===== src/rtl/muldiv_pkg.sv =====
// Shared ALU control codes, FSM state encoding and default datapath width
// for the iterative multiply/divide unit.
package muldiv_pkg;

    localparam int DEFAULT_WIDTH = 32;

    localparam logic [3:0] MULT  = 4'd8;
    localparam logic [3:0] MULTU = 4'd9;
    localparam logic [3:0] DIV   = 4'd10;
    localparam logic [3:0] DIVU  = 4'd11;
    localparam logic [3:0] MTHI  = 4'd12;
    localparam logic [3:0] MTLO  = 4'd13;
    localparam logic [3:0] MADD  = 4'd14;
    localparam logic [3:0] MADDU = 4'd15;
    localparam logic [3:0] MSUB  = 4'd6;
    localparam logic [3:0] MSUBU = 4'd7;

    typedef enum logic [1:0] {
        IDLE = 2'd0,
        RUN  = 2'd1,
        FIX  = 2'd2
    } state_t;

endpackage


===== src/rtl/muldiv_iter_core.sv =====
// Unsigned iteration datapath: one shift-add (multiply) or restoring
// trial-subtract (divide) step per i_step; {o_hi,o_lo} hold product or {rem,quo}.
module muldiv_iter_core #(
    parameter int WIDTH = 32
) (
    input  logic             i_clk,
    input  logic             i_rst,
    input  logic             i_load,
    input  logic             i_div,
    input  logic             i_step,
    input  logic [WIDTH-1:0] i_opnd,
    input  logic [WIDTH-1:0] i_init_lo,
    output logic [WIDTH-1:0] o_hi,
    output logic [WIDTH-1:0] o_lo
);

    logic             r_div;
    logic [WIDTH-1:0] r_opnd;
    logic [WIDTH-1:0] r_hi;
    logic [WIDTH-1:0] r_lo;

    logic [WIDTH:0]   w_add;
    logic [WIDTH:0]   w_shl;
    logic             w_fit;
    logic [WIDTH-1:0] w_sub;

    // Multiply: conditionally add multiplicand into the upper half, then shift the
    // whole 2*WIDTH register right, pulling the carry in at the top.
    assign w_add = {1'b0, r_hi} + (r_lo[0] ? {1'b0, r_opnd} : '0);

    // Divide: remainder lives in r_hi, dividend/quotient shifts through r_lo.
    // When the trial fits the difference is below the divisor, so WIDTH bits suffice.
    assign w_shl = {r_hi, r_lo[WIDTH-1]};
    assign w_fit = (w_shl >= {1'b0, r_opnd});
    assign w_sub = w_shl[WIDTH-1:0] - r_opnd;

    always_ff @(posedge i_clk) begin
        if (i_rst) begin
            r_div  <= 1'b0;
            r_opnd <= '0;
            r_hi   <= '0;
            r_lo   <= '0;
        end else if (i_load) begin
            r_div  <= i_div;
            r_opnd <= i_opnd;
            r_hi   <= '0;
            r_lo   <= i_init_lo;
        end else if (i_step) begin
            if (r_div) begin
                r_hi <= w_fit ? w_sub : w_shl[WIDTH-1:0];
                r_lo <= {r_lo[WIDTH-2:0], w_fit};
            end else begin
                r_hi <= w_add[WIDTH:1];
                r_lo <= {w_add[0], r_lo[WIDTH-1:1]};
            end
        end
    end

    assign o_hi = r_hi;
    assign o_lo = r_lo;

endmodule


===== src/rtl/mult_div_unit.sv =====
// Iterative MIPS mult/div with HI/LO, Start/Busy/Done handshake, WIDTH+1 edge latency.
// Optional MULDIV_MADD_EN adds MADD/MADDU/MSUB/MSUBU accumulate into {Hi,Lo}.
module mult_div_unit
    import muldiv_pkg::*;
#(
    parameter int WIDTH = DEFAULT_WIDTH,
    parameter int CNT_W = 6
) (
    input  logic             Clk,
    input  logic             Reset,
    input  logic             Start,
    input  logic [3:0]       ALUOp,
    input  logic [WIDTH-1:0] A,
    input  logic [WIDTH-1:0] B,
    output logic [WIDTH-1:0] Hi,
    output logic [WIDTH-1:0] Lo,
    output logic             Busy,
    output logic             Done
);

    state_t             r_state;
    state_t             w_next;
    logic [CNT_W-1:0]   r_cnt;
    logic [WIDTH-1:0]   r_hi;
    logic [WIDTH-1:0]   r_lo;
    logic               r_done;
    logic               r_is_div;
    logic               r_p_neg;
    logic               r_q_neg;
    logic               r_r_neg;

    logic               w_idle_req;
    logic               w_is_mul;
    logic               w_is_div;
    logic               w_signed;
    logic               w_accept;
    logic               w_mthi;
    logic               w_mtlo;
    logic               w_a_neg;
    logic               w_b_neg;
    logic [WIDTH-1:0]   w_a_abs;
    logic [WIDTH-1:0]   w_b_abs;
    logic [WIDTH-1:0]   w_core_hi;
    logic [WIDTH-1:0]   w_core_lo;
    logic [2*WIDTH-1:0] w_prod;
    logic [2*WIDTH-1:0] w_prod_fix;
    logic [2*WIDTH-1:0] w_mul_res;
    logic [WIDTH-1:0]   w_quo;
    logic [WIDTH-1:0]   w_rem;

    assign w_idle_req = Start && (r_state == IDLE);
    assign w_is_div   = (ALUOp == DIV) || (ALUOp == DIVU);
    assign w_mthi     = w_idle_req && (ALUOp == MTHI);
    assign w_mtlo     = w_idle_req && (ALUOp == MTLO);

`ifdef MULDIV_MADD_EN
    logic r_acc;
    logic r_sub;
    logic w_acc;
    logic w_sub;

    assign w_acc    = (ALUOp == MADD) || (ALUOp == MADDU) || (ALUOp == MSUB) || (ALUOp == MSUBU);
    assign w_sub    = (ALUOp == MSUB) || (ALUOp == MSUBU);
    assign w_is_mul = (ALUOp == MULT) || (ALUOp == MULTU) || w_acc;
    assign w_signed = (ALUOp == MULT) || (ALUOp == DIV) || (ALUOp == MADD) || (ALUOp == MSUB);
`else
    assign w_is_mul = (ALUOp == MULT) || (ALUOp == MULTU);
    assign w_signed = (ALUOp == MULT) || (ALUOp == DIV);
`endif

    assign w_accept = w_idle_req && (w_is_mul || w_is_div);
    assign w_a_neg  = w_signed && A[WIDTH-1];
    assign w_b_neg  = w_signed && B[WIDTH-1];
    assign w_a_abs  = w_a_neg ? -A : A;
    assign w_b_abs  = w_b_neg ? -B : B;

    muldiv_iter_core #(.WIDTH(WIDTH)) u_core (
        .i_clk     (Clk),
        .i_rst     (Reset),
        .i_load    (w_accept),
        .i_div     (w_is_div),
        .i_step    (r_state == RUN),
        .i_opnd    (w_is_div ? w_b_abs : w_a_abs),
        .i_init_lo (w_is_div ? w_a_abs : w_b_abs),
        .o_hi      (w_core_hi),
        .o_lo      (w_core_lo)
    );

    always_comb begin
        w_next = r_state;
        case (r_state)
            IDLE:    if (w_accept) w_next = RUN;
            RUN:     if (r_cnt == CNT_W'(WIDTH - 1)) w_next = FIX;
            FIX:     w_next = IDLE;
            default: w_next = IDLE;
        endcase
    end

    always_ff @(posedge Clk) begin
        if (Reset) r_state <= IDLE;
        else       r_state <= w_next;
    end

    assign w_prod     = {w_core_hi, w_core_lo};
    assign w_prod_fix = r_p_neg ? -w_prod : w_prod;
    assign w_quo      = r_q_neg ? -w_core_lo : w_core_lo;
    assign w_rem      = r_r_neg ? -w_core_hi : w_core_hi;

`ifdef MULDIV_MADD_EN
    assign w_mul_res = !r_acc ? w_prod_fix :
                       r_sub  ? ({r_hi, r_lo} - w_prod_fix) : ({r_hi, r_lo} + w_prod_fix);

    always_ff @(posedge Clk) begin
        if (Reset) begin
            r_acc <= 1'b0;
            r_sub <= 1'b0;
        end else if (w_accept) begin
            r_acc <= w_acc;
            r_sub <= w_sub;
        end
    end
`else
    assign w_mul_res = w_prod_fix;
`endif

    // Divide-by-zero yields an all-ones quotient from the core; suppressing the
    // quotient negation keeps it all ones, and the sign-restored remainder is raw A.
    always_ff @(posedge Clk) begin
        if (Reset) begin
            r_cnt    <= '0;
            r_hi     <= '0;
            r_lo     <= '0;
            r_done   <= 1'b0;
            r_is_div <= 1'b0;
            r_p_neg  <= 1'b0;
            r_q_neg  <= 1'b0;
            r_r_neg  <= 1'b0;
        end else begin
            r_done <= (r_state == FIX);
            if (w_accept) begin
                r_cnt    <= '0;
                r_is_div <= w_is_div;
                r_p_neg  <= w_a_neg ^ w_b_neg;
                r_q_neg  <= (w_a_neg ^ w_b_neg) && (B != '0);
                r_r_neg  <= w_a_neg;
            end else if (r_state == RUN) begin
                r_cnt <= r_cnt + 1'b1;
            end
            if (r_state == FIX) begin
                if (r_is_div) begin
                    r_lo <= w_quo;
                    r_hi <= w_rem;
                end else begin
                    {r_hi, r_lo} <= w_mul_res;
                end
            end else if (w_mthi) begin
                r_hi <= A;
            end else if (w_mtlo) begin
                r_lo <= A;
            end
        end
    end

    assign Hi   = r_hi;
    assign Lo   = r_lo;
    assign Busy = (r_state != IDLE);
    assign Done = r_done;

endmodule


===== config.mk =====
export PLATFORM = sky130hd
export DESIGN_NAME = mult_div_unit
export DESIGN_NICKNAME = d
export VERILOG_FILES = /design/src/rtl/muldiv_pkg.sv /design/src/rtl/muldiv_iter_core.sv /design/src/rtl/mult_div_unit.sv
export SDC_FILE = /design/constraint.sdc
export NUM_CORES = 1
export LEC_CHECK = 0
export CORE_UTILIZATION = 54
export CTS_BUF_LIST = sky130_fd_sc_hd__clkbuf_8 sky130_fd_sc_hd__clkbuf_16
export CTS_CLUSTER_SIZE = 20
export DETAILED_ROUTE_END_ITERATION = 8
export PLACE_DENSITY = 0.86
export SLEW_MARGIN = 20
export SYNTH_ARGS = -nofsm -noshare
export SYNTH_HDL_FRONTEND = slang
export SYNTH_SLANG_ARGS = --single-unit

===== constraint.sdc =====
create_clock -name Clk -period 3.1 [get_ports Clk]
set_input_delay 0.775 -clock Clk [delete_from_list [all_inputs] [get_ports Clk]]
set_output_delay 0.775 -clock Clk [all_outputs]
set_load 0.01 [all_outputs]

======== After elaboration in Yosys (flattened, before gate mapping) ========
Index checks and enable logic that the tools add are counted.
operators by class
  add/subtract/negate cells ............... 8
  $lt $le $gt $ge ......................... 1
  equal/unequal tests ..................... 12
  multiplexer cells ....................... 23
  bitwise operators ....................... 1
  reduce and logical (&&, ||, !) cells .... 20
operators with widths
  cell                                                             count
  32-bit two-way mux                                               19
  32-bit negation                                                  4
  64-bit two-way mux                                               1
  64-bit negation                                                  1
  32-bit by 33-bit adder with 33-bit output                        1
  33-bit by 32-bit greater-or-equal comparator with 1-bit output   1
  32-bit nonzero test                                              1
  32-bit subtractor                                                1
  4-bit == test, second input constant                             6
  2-bit nonzero test                                               4
  1-bit logical AND                                                7
  6-bit by 1-bit adder with 6-bit output, second input constant    1
  6-bit by 5-bit == test with 1-bit output, second input constant  1
  1-bit logical OR                                                 4
  2-bit two-way mux                                                2
  2-bit by 1-bit != test with 1-bit output, second input constant  2
  2-bit case mux with 2 select lines                               1
  2-bit AND reduction                                              2
  2-bit by 1-bit == test with 1-bit output, second input constant  1
  2-bit == test, second input constant                             1
  2-bit logical NOT                                                1
  2-bit != test, second input constant                             1
  2-bit OR reduction                                               1
  1-bit XOR                                                        1
storage, ports and cells
  flip-flop bits (word level) ............. 173
  output and inout bits ................... 66

======== Longest topological paths before layout ========
  word-level depth ........................ 6
  mapped depth ............................ 14

======== By module ========
A second synthesis with hierarchy kept.
second synthesis, totals
  cell total of the unflattened synthesis .. 2084
  area total of the unflattened synthesis .. 15562.4 sq um
by module, submodules not included
  module            times used  cells an instance  area each (sq um)  sequential area each (sq um)
  muldiv_iter_core  1           1095               8284.2             1941.9
  mult_div_unit     1           989                7278.2             1541.5

======== Worst setup path before layout ========
Ideal clock, no wire load.
  kind .................................... reg-to-reg
  start point ............................. register u_core.r_lo[0], in the netlist u_core.o_lo[0]
  end point ............................... register u_core.r_hi[17], in the netlist u_core.o_hi[17]
  library setup time ...................... 59 ps
  data arrival time ....................... 3145 ps
  required time ........................... 3041 ps
  slack ................................... -104 ps
  cell stages (with the launch flop) ...... 14
  path buffers ............................ 1
  cell sequence ........................... dfxtp_1 > inv_1 > clkbuf_1 > nor2_1 > ha_1 > a211o_1 > a211o_1 > a221oi_1 > nor2_1 > a211oi_1 > o21ai_1 > xnor2_1 > o32ai_1 > a31o_1
on the way
  cells in the longest elaborated chain, start to end .. 3
RTL lines
  what                                       line                    source
  start, declared                            muldiv_iter_core.sv:20  logic [WIDTH-1:0] r_lo;
  start signal, assigned                     muldiv_iter_core.sv:47  r_lo <= i_init_lo;
  start signal, assigned                     muldiv_iter_core.sv:51  r_lo <= {r_lo[WIDTH-2:0], w_fit};
  start signal, assigned                     muldiv_iter_core.sv:54  r_lo <= {w_add[0], r_lo[WIDTH-1:1]};
  32-bit two-way mux                         muldiv_iter_core.sv:29  assign w_add = {1'b0, r_hi} + (r_lo[0] ? {1'b0, r_opnd} : '0);
  32-bit by 33-bit adder with 33-bit output  muldiv_iter_core.sv:29
  32-bit two-way mux                         muldiv_iter_core.sv:49  if (r_div) begin
  end signal, assigned                       muldiv_iter_core.sv:50  r_hi <= w_fit ? w_sub : w_shl[WIDTH-1:0];
  end signal, assigned                       muldiv_iter_core.sv:53  r_hi <= w_add[WIDTH:1];
  end, declared                              muldiv_iter_core.sv:19  logic [WIDTH-1:0] r_hi;
Every way passes these cells.
A chain may end at the register's enable or synchronous reset.

======== Worst setup path in the final report ========
  start point ............................. register u_core.r_lo[0], in the netlist u_core.o_lo[0]
  end point ............................... register u_core.r_hi[21], in the netlist u_core.o_hi[21]
The elaborated chain is that of the path after synthesis.

==> impl_metrics.env <==
export IMPL_outcome="finished, violations left"
export IMPL_violations="setup timing"
export IMPL_crit_arrival_ns=3.49
export IMPL_fp_coreArea_um2=27100
export IMPL_nFillCells=2077
export IMPL_r2r_setup_slack_ns=-0.04
export IMPL_crit_chain="and2_4, ha_4, fa_2, a211o_1, a211o_1, a221oi_2, buf_4, o31ai_2, nor2_1, buf_4, buf_4, xnor2_1, nor2_1, nor2_1, a32o_1"
export IMPL_ys_seq_elements=173
export IMPL_grt_antenna_before_repair=0
export IMPL_postSynthAreaPerCell_um2=7.30
export IMPL_p_comb_share_pct=37.6
export IMPL_die_w_um=168
export IMPL_pwr_share_clk_pct=30.2
export IMPL_path_clk_slew_ns=0.08
export IMPL_synth_area_um2=15000
export IMPL_via_per_inst=6.44
export IMPL_dp_hpwl_um=48100
export IMPL_cts_tree="yes"
export IMPL_rows=60
export IMPL_io_buffers=136
export IMPL_cp_top_family="compound AO/OA/AOI/OAI gates"
export IMPL_grt_util_all_layers_pct=43.4
export IMPL_async_reset_ff_share_pct=0
export IMPL_reg2reg_depth=15
export IMPL_reg2reg_from="u_core.o_lo[0]$_SDFFE_PP0P_"
export IMPL_start_kind="register"
export IMPL_grt_max_degree=69
export IMPL_syn_to_final_growth_pct=34.7
export IMPL_hold_buffers=0
export IMPL_stdcell_count=2790
export IMPL_finalHoldViolCount=0
export IMPL_critPathBufInv=3
export IMPL_dpl_cell_count=2733
export IMPL_worst_pin_slew_ns=0.907
export IMPL_numClockSinks=173
export IMPL_critPathKind="register to register"
export IMPL_cts_htree_levels=4
export IMPL_p_int_mw=4.65
export IMPL_synthCells=2050
export IMPL_die_h_um=168
export IMPL_path_depth=15
export IMPL_final_setup_tns_ns=-0.0537
export IMPL_cts_buffer_depth=2
export IMPL_postRouteAntennaNets=0
export IMPL_insertedDiodeCount=0
export IMPL_grt_pass1_vias=16942
export IMPL_firstDrtPassIters=8
export IMPL_grt_overflow_total=0
export IMPL_reg2reg_to="u_core.o_hi[21]$_SDFFE_PP0P_"
export IMPL_synthDistinctLibCells=82
export IMPL_finalCritPeriodShare_pct=101
export IMPL_hold_path_class="register to register"
export IMPL_grt_pass1_wl_um=94600
export IMPL_ir_drop_mv=0.271
export IMPL_drt_iter0_markers=2241
export IMPL_num_vias=17981
export IMPL_slew_limit_headroom_pct=39.6
export IMPL_power_density_nw_per_um2=364
export IMPL_finalClockSkew_ns=0.0200
export IMPL_cts_buffers_inserted=17
export IMPL_period_minus_slack_ns=3.14
export IMPL_wl_per_cell_um=22.7
export IMPL_slowest_delay_ns=0.35
export IMPL_cts_root_buf="clkbuf_16"
export IMPL_io_pins=137
export IMPL_timing_final_ws_setup_ns=-0.0439
export IMPL_dieArea_um2=28400
export IMPL_crit_end="u_core.o_hi[21]$_SDFFE_PP0P_"
export IMPL_setup_violations=4
export IMPL_crit_start="u_core.o_lo[0]$_SDFFE_PP0P_"
export IMPL_place_gp_congestion=1.07
export IMPL_required_ns=3.44
export IMPL_syn_nets=2192
export IMPL_seq_area_frac_synth_pct=23.1
export IMPL_final_common_cell="buf_4"
export IMPL_wl_um=63300
export IMPL_switching_share_pct=36.6
export IMPL_p_sw_mw=2.68
export IMPL_slew_violations=0
export IMPL_synth_flop_cell="dfxtp_1"
export IMPL_cp_slowest_cell="fa_2"
export IMPL_drive_gt1_share_pct=22.2
export IMPL_drcViolationCount=0
export IMPL_insertion_delay_ns=0.44
export IMPL_seqPwrFrac_pct=32.1
export IMPL_drv_cap=0
export IMPL_rsz0062_at_grt="yes"
export IMPL_layout_common_cells="buf_4, nor2_1, nand2_1"
export IMPL_critPathMaxFanout=4
export IMPL_layout_nets=2547
export IMPL_max_freq_mhz=318
export IMPL_ys_warnings_count=0
export IMPL_synth_edf_count=0
export IMPL_start_util_pct=55.2
export IMPL_crit_path_end_kind="register"
export IMPL_p_leak_nw=8.24
==> how the worst min path moves through the flow <==
stage	startpoint	to	slack [ns]	depth (start not counted)
after CTS	u_core.r_opnd[4]$_SDFFE_PP0P_	u_core.r_opnd[4]$_SDFFE_PP0P_	0.46	2
after global routing	u_core.r_opnd[9]$_SDFFE_PP0P_	u_core.r_opnd[9]$_SDFFE_PP0P_	0.48	2
after detailed placement	u_core.r_opnd[8]$_SDFFE_PP0P_	u_core.r_opnd[8]$_SDFFE_PP0P_	0.45	2
after global placement	u_core.r_opnd[4]$_SDFFE_PP0P_	u_core.r_opnd[4]$_SDFFE_PP0P_	0.44	2
after floorplan	r_cnt[5]$_SDFFE_PP0P_	r_state[1]$_SDFFE_PP0P_	0.43	1
final	u_core.r_opnd[3]$_SDFFE_PP0P_	u_core.r_opnd[3]$_SDFFE_PP0P_	0.46	2
==> layer usage <==
layer | routed length, um | global-route usage [%] | vias to the layer above
met4 | 4870 | 29.7 | 0
met2 | 26600 | 65.0 | 1244
li1 | - | - | 8151
met5 | 0 | 0 | -
met3 | 8130 | 11.6 | 273
met1 | 23700 | 54.3 | 8313
==> cells in the mapped netlist, drive strengths merged, types with 10 or more instances <==
cell type	instances	area (um2)
a211oi	68	510
a21o	29	218
a21oi	189	946
a31oi	16	100
a32o	11	110
and2	12	75.1
and3	15	93.8
buf	25	105
clkbuf	126	473
dfxtp	173	3460
ha	69	863
inv	57	214
mux2i	79	791
nand2	181	679
nand2b	15	93.8
nand3	38	190
nand4	11	68.8
nor2	274	1030
nor2b	21	131
nor3	54	285
nor4	22	144
o211ai	67	503
o21ai	111	556
o22ai	10	62.6
o31ai	29	218
or3	26	163
or4	17	143
xnor2	95	832
xor2	71	622
==> worst reg2reg max path: stages, from the launching register on <==
cell and delay (ns):
dfxtp_2 0.34, and2_4 0.16, ha_4 0.16, fa_2 0.35
a211o_1 0.29, a211o_1 0.30, a221oi_2 0.28, buf_4 0.23
o31ai_2 0.09, nor2_1 0.17, buf_4 0.14, buf_4 0.09
xnor2_1 0.05, nor2_1 0.08, nor2_1 0.07, a32o_1 0.23
==> kinds of logic after synthesis <==
kind of cell | synth area share [%]
muxes | 5.96
xor gates and xnor gates | 9.72
buffers and inverters | 5.29
adders and majority gates | 6.04
AOI/OAI and AO/OA | 27.5
and+or+nand+nor | 22.4
DFF | 23.1
==> area by class of cell <==
class                   count  area (um2)  share of cell area (%)
multi-input cells        1669       11300                    56.0
repair buffers            487        4130                    20.5
flip-flops and latches    173        3490                    17.3
well taps                 372         465                    2.31
clock buffers              17         425                    2.11
inverters                  57         216                    1.07
clock inverters            15         151                   0.751
==> state kept, by name, indices dropped and copies added, names as in the netlist <==
| name | cells |
|---|---|
| r_state | 2 |
| u_core.o_lo | 32 |
| r_cnt | 6 |
| r_r_neg | 1 |
| u_core.o_hi | 32 |
| Done | 1 |
| r_p_neg | 1 |
| r_is_div | 1 |
| Hi | 32 |
| u_core.r_opnd | 32 |
| r_q_neg | 1 |
| Lo | 32 |
==> repair_timing <==
action | CTS | global route
setup endpoints to repair | 62 | 77
setup buffers | 6 | 20
resized for setup | 44 | 98
gates cloned | 1 | 0
hold endpoints to repair | 0 | 0
pin swaps | 17 | 52
==> stage by stage <==
stage | util [%] | cell area, um2 | setup slack, ns | hold WS [ns] | power (mW)
2_1_floorplan | - | 15000 | 0.000239 | 0.429 | 3.70
3_3_place_gp | 69.4 | 18800 | -0.675 | 0.441 | 4.68
3_5_place_dp | 69.4 | 18800 | -0.732 | 0.447 | 4.71
4_1_cts | 72.3 | 19600 | -0.0782 | 0.461 | 6.96
5_1_grt | 74.4 | 20200 | -0.166 | 0.484 | 7.56
6_report | 74.4 | 20200 | -0.0439 | 0.463 | 7.33
==> power groups by stage <==
stage / Clock (mW) / Combinational, mW / Sequential (mW)
finish: 2.22 / 2.76 / 2.36
global route: 2.29 / 2.91 / 2.36
CTS: 2.20 / 2.41 / 2.35
detailed placement: 0 / 2.31 / 2.40
global placement: 0 / 2.28 / 2.40
floorplan: 0 / 1.31 / 2.39
(Power assumes the default switching activity.)
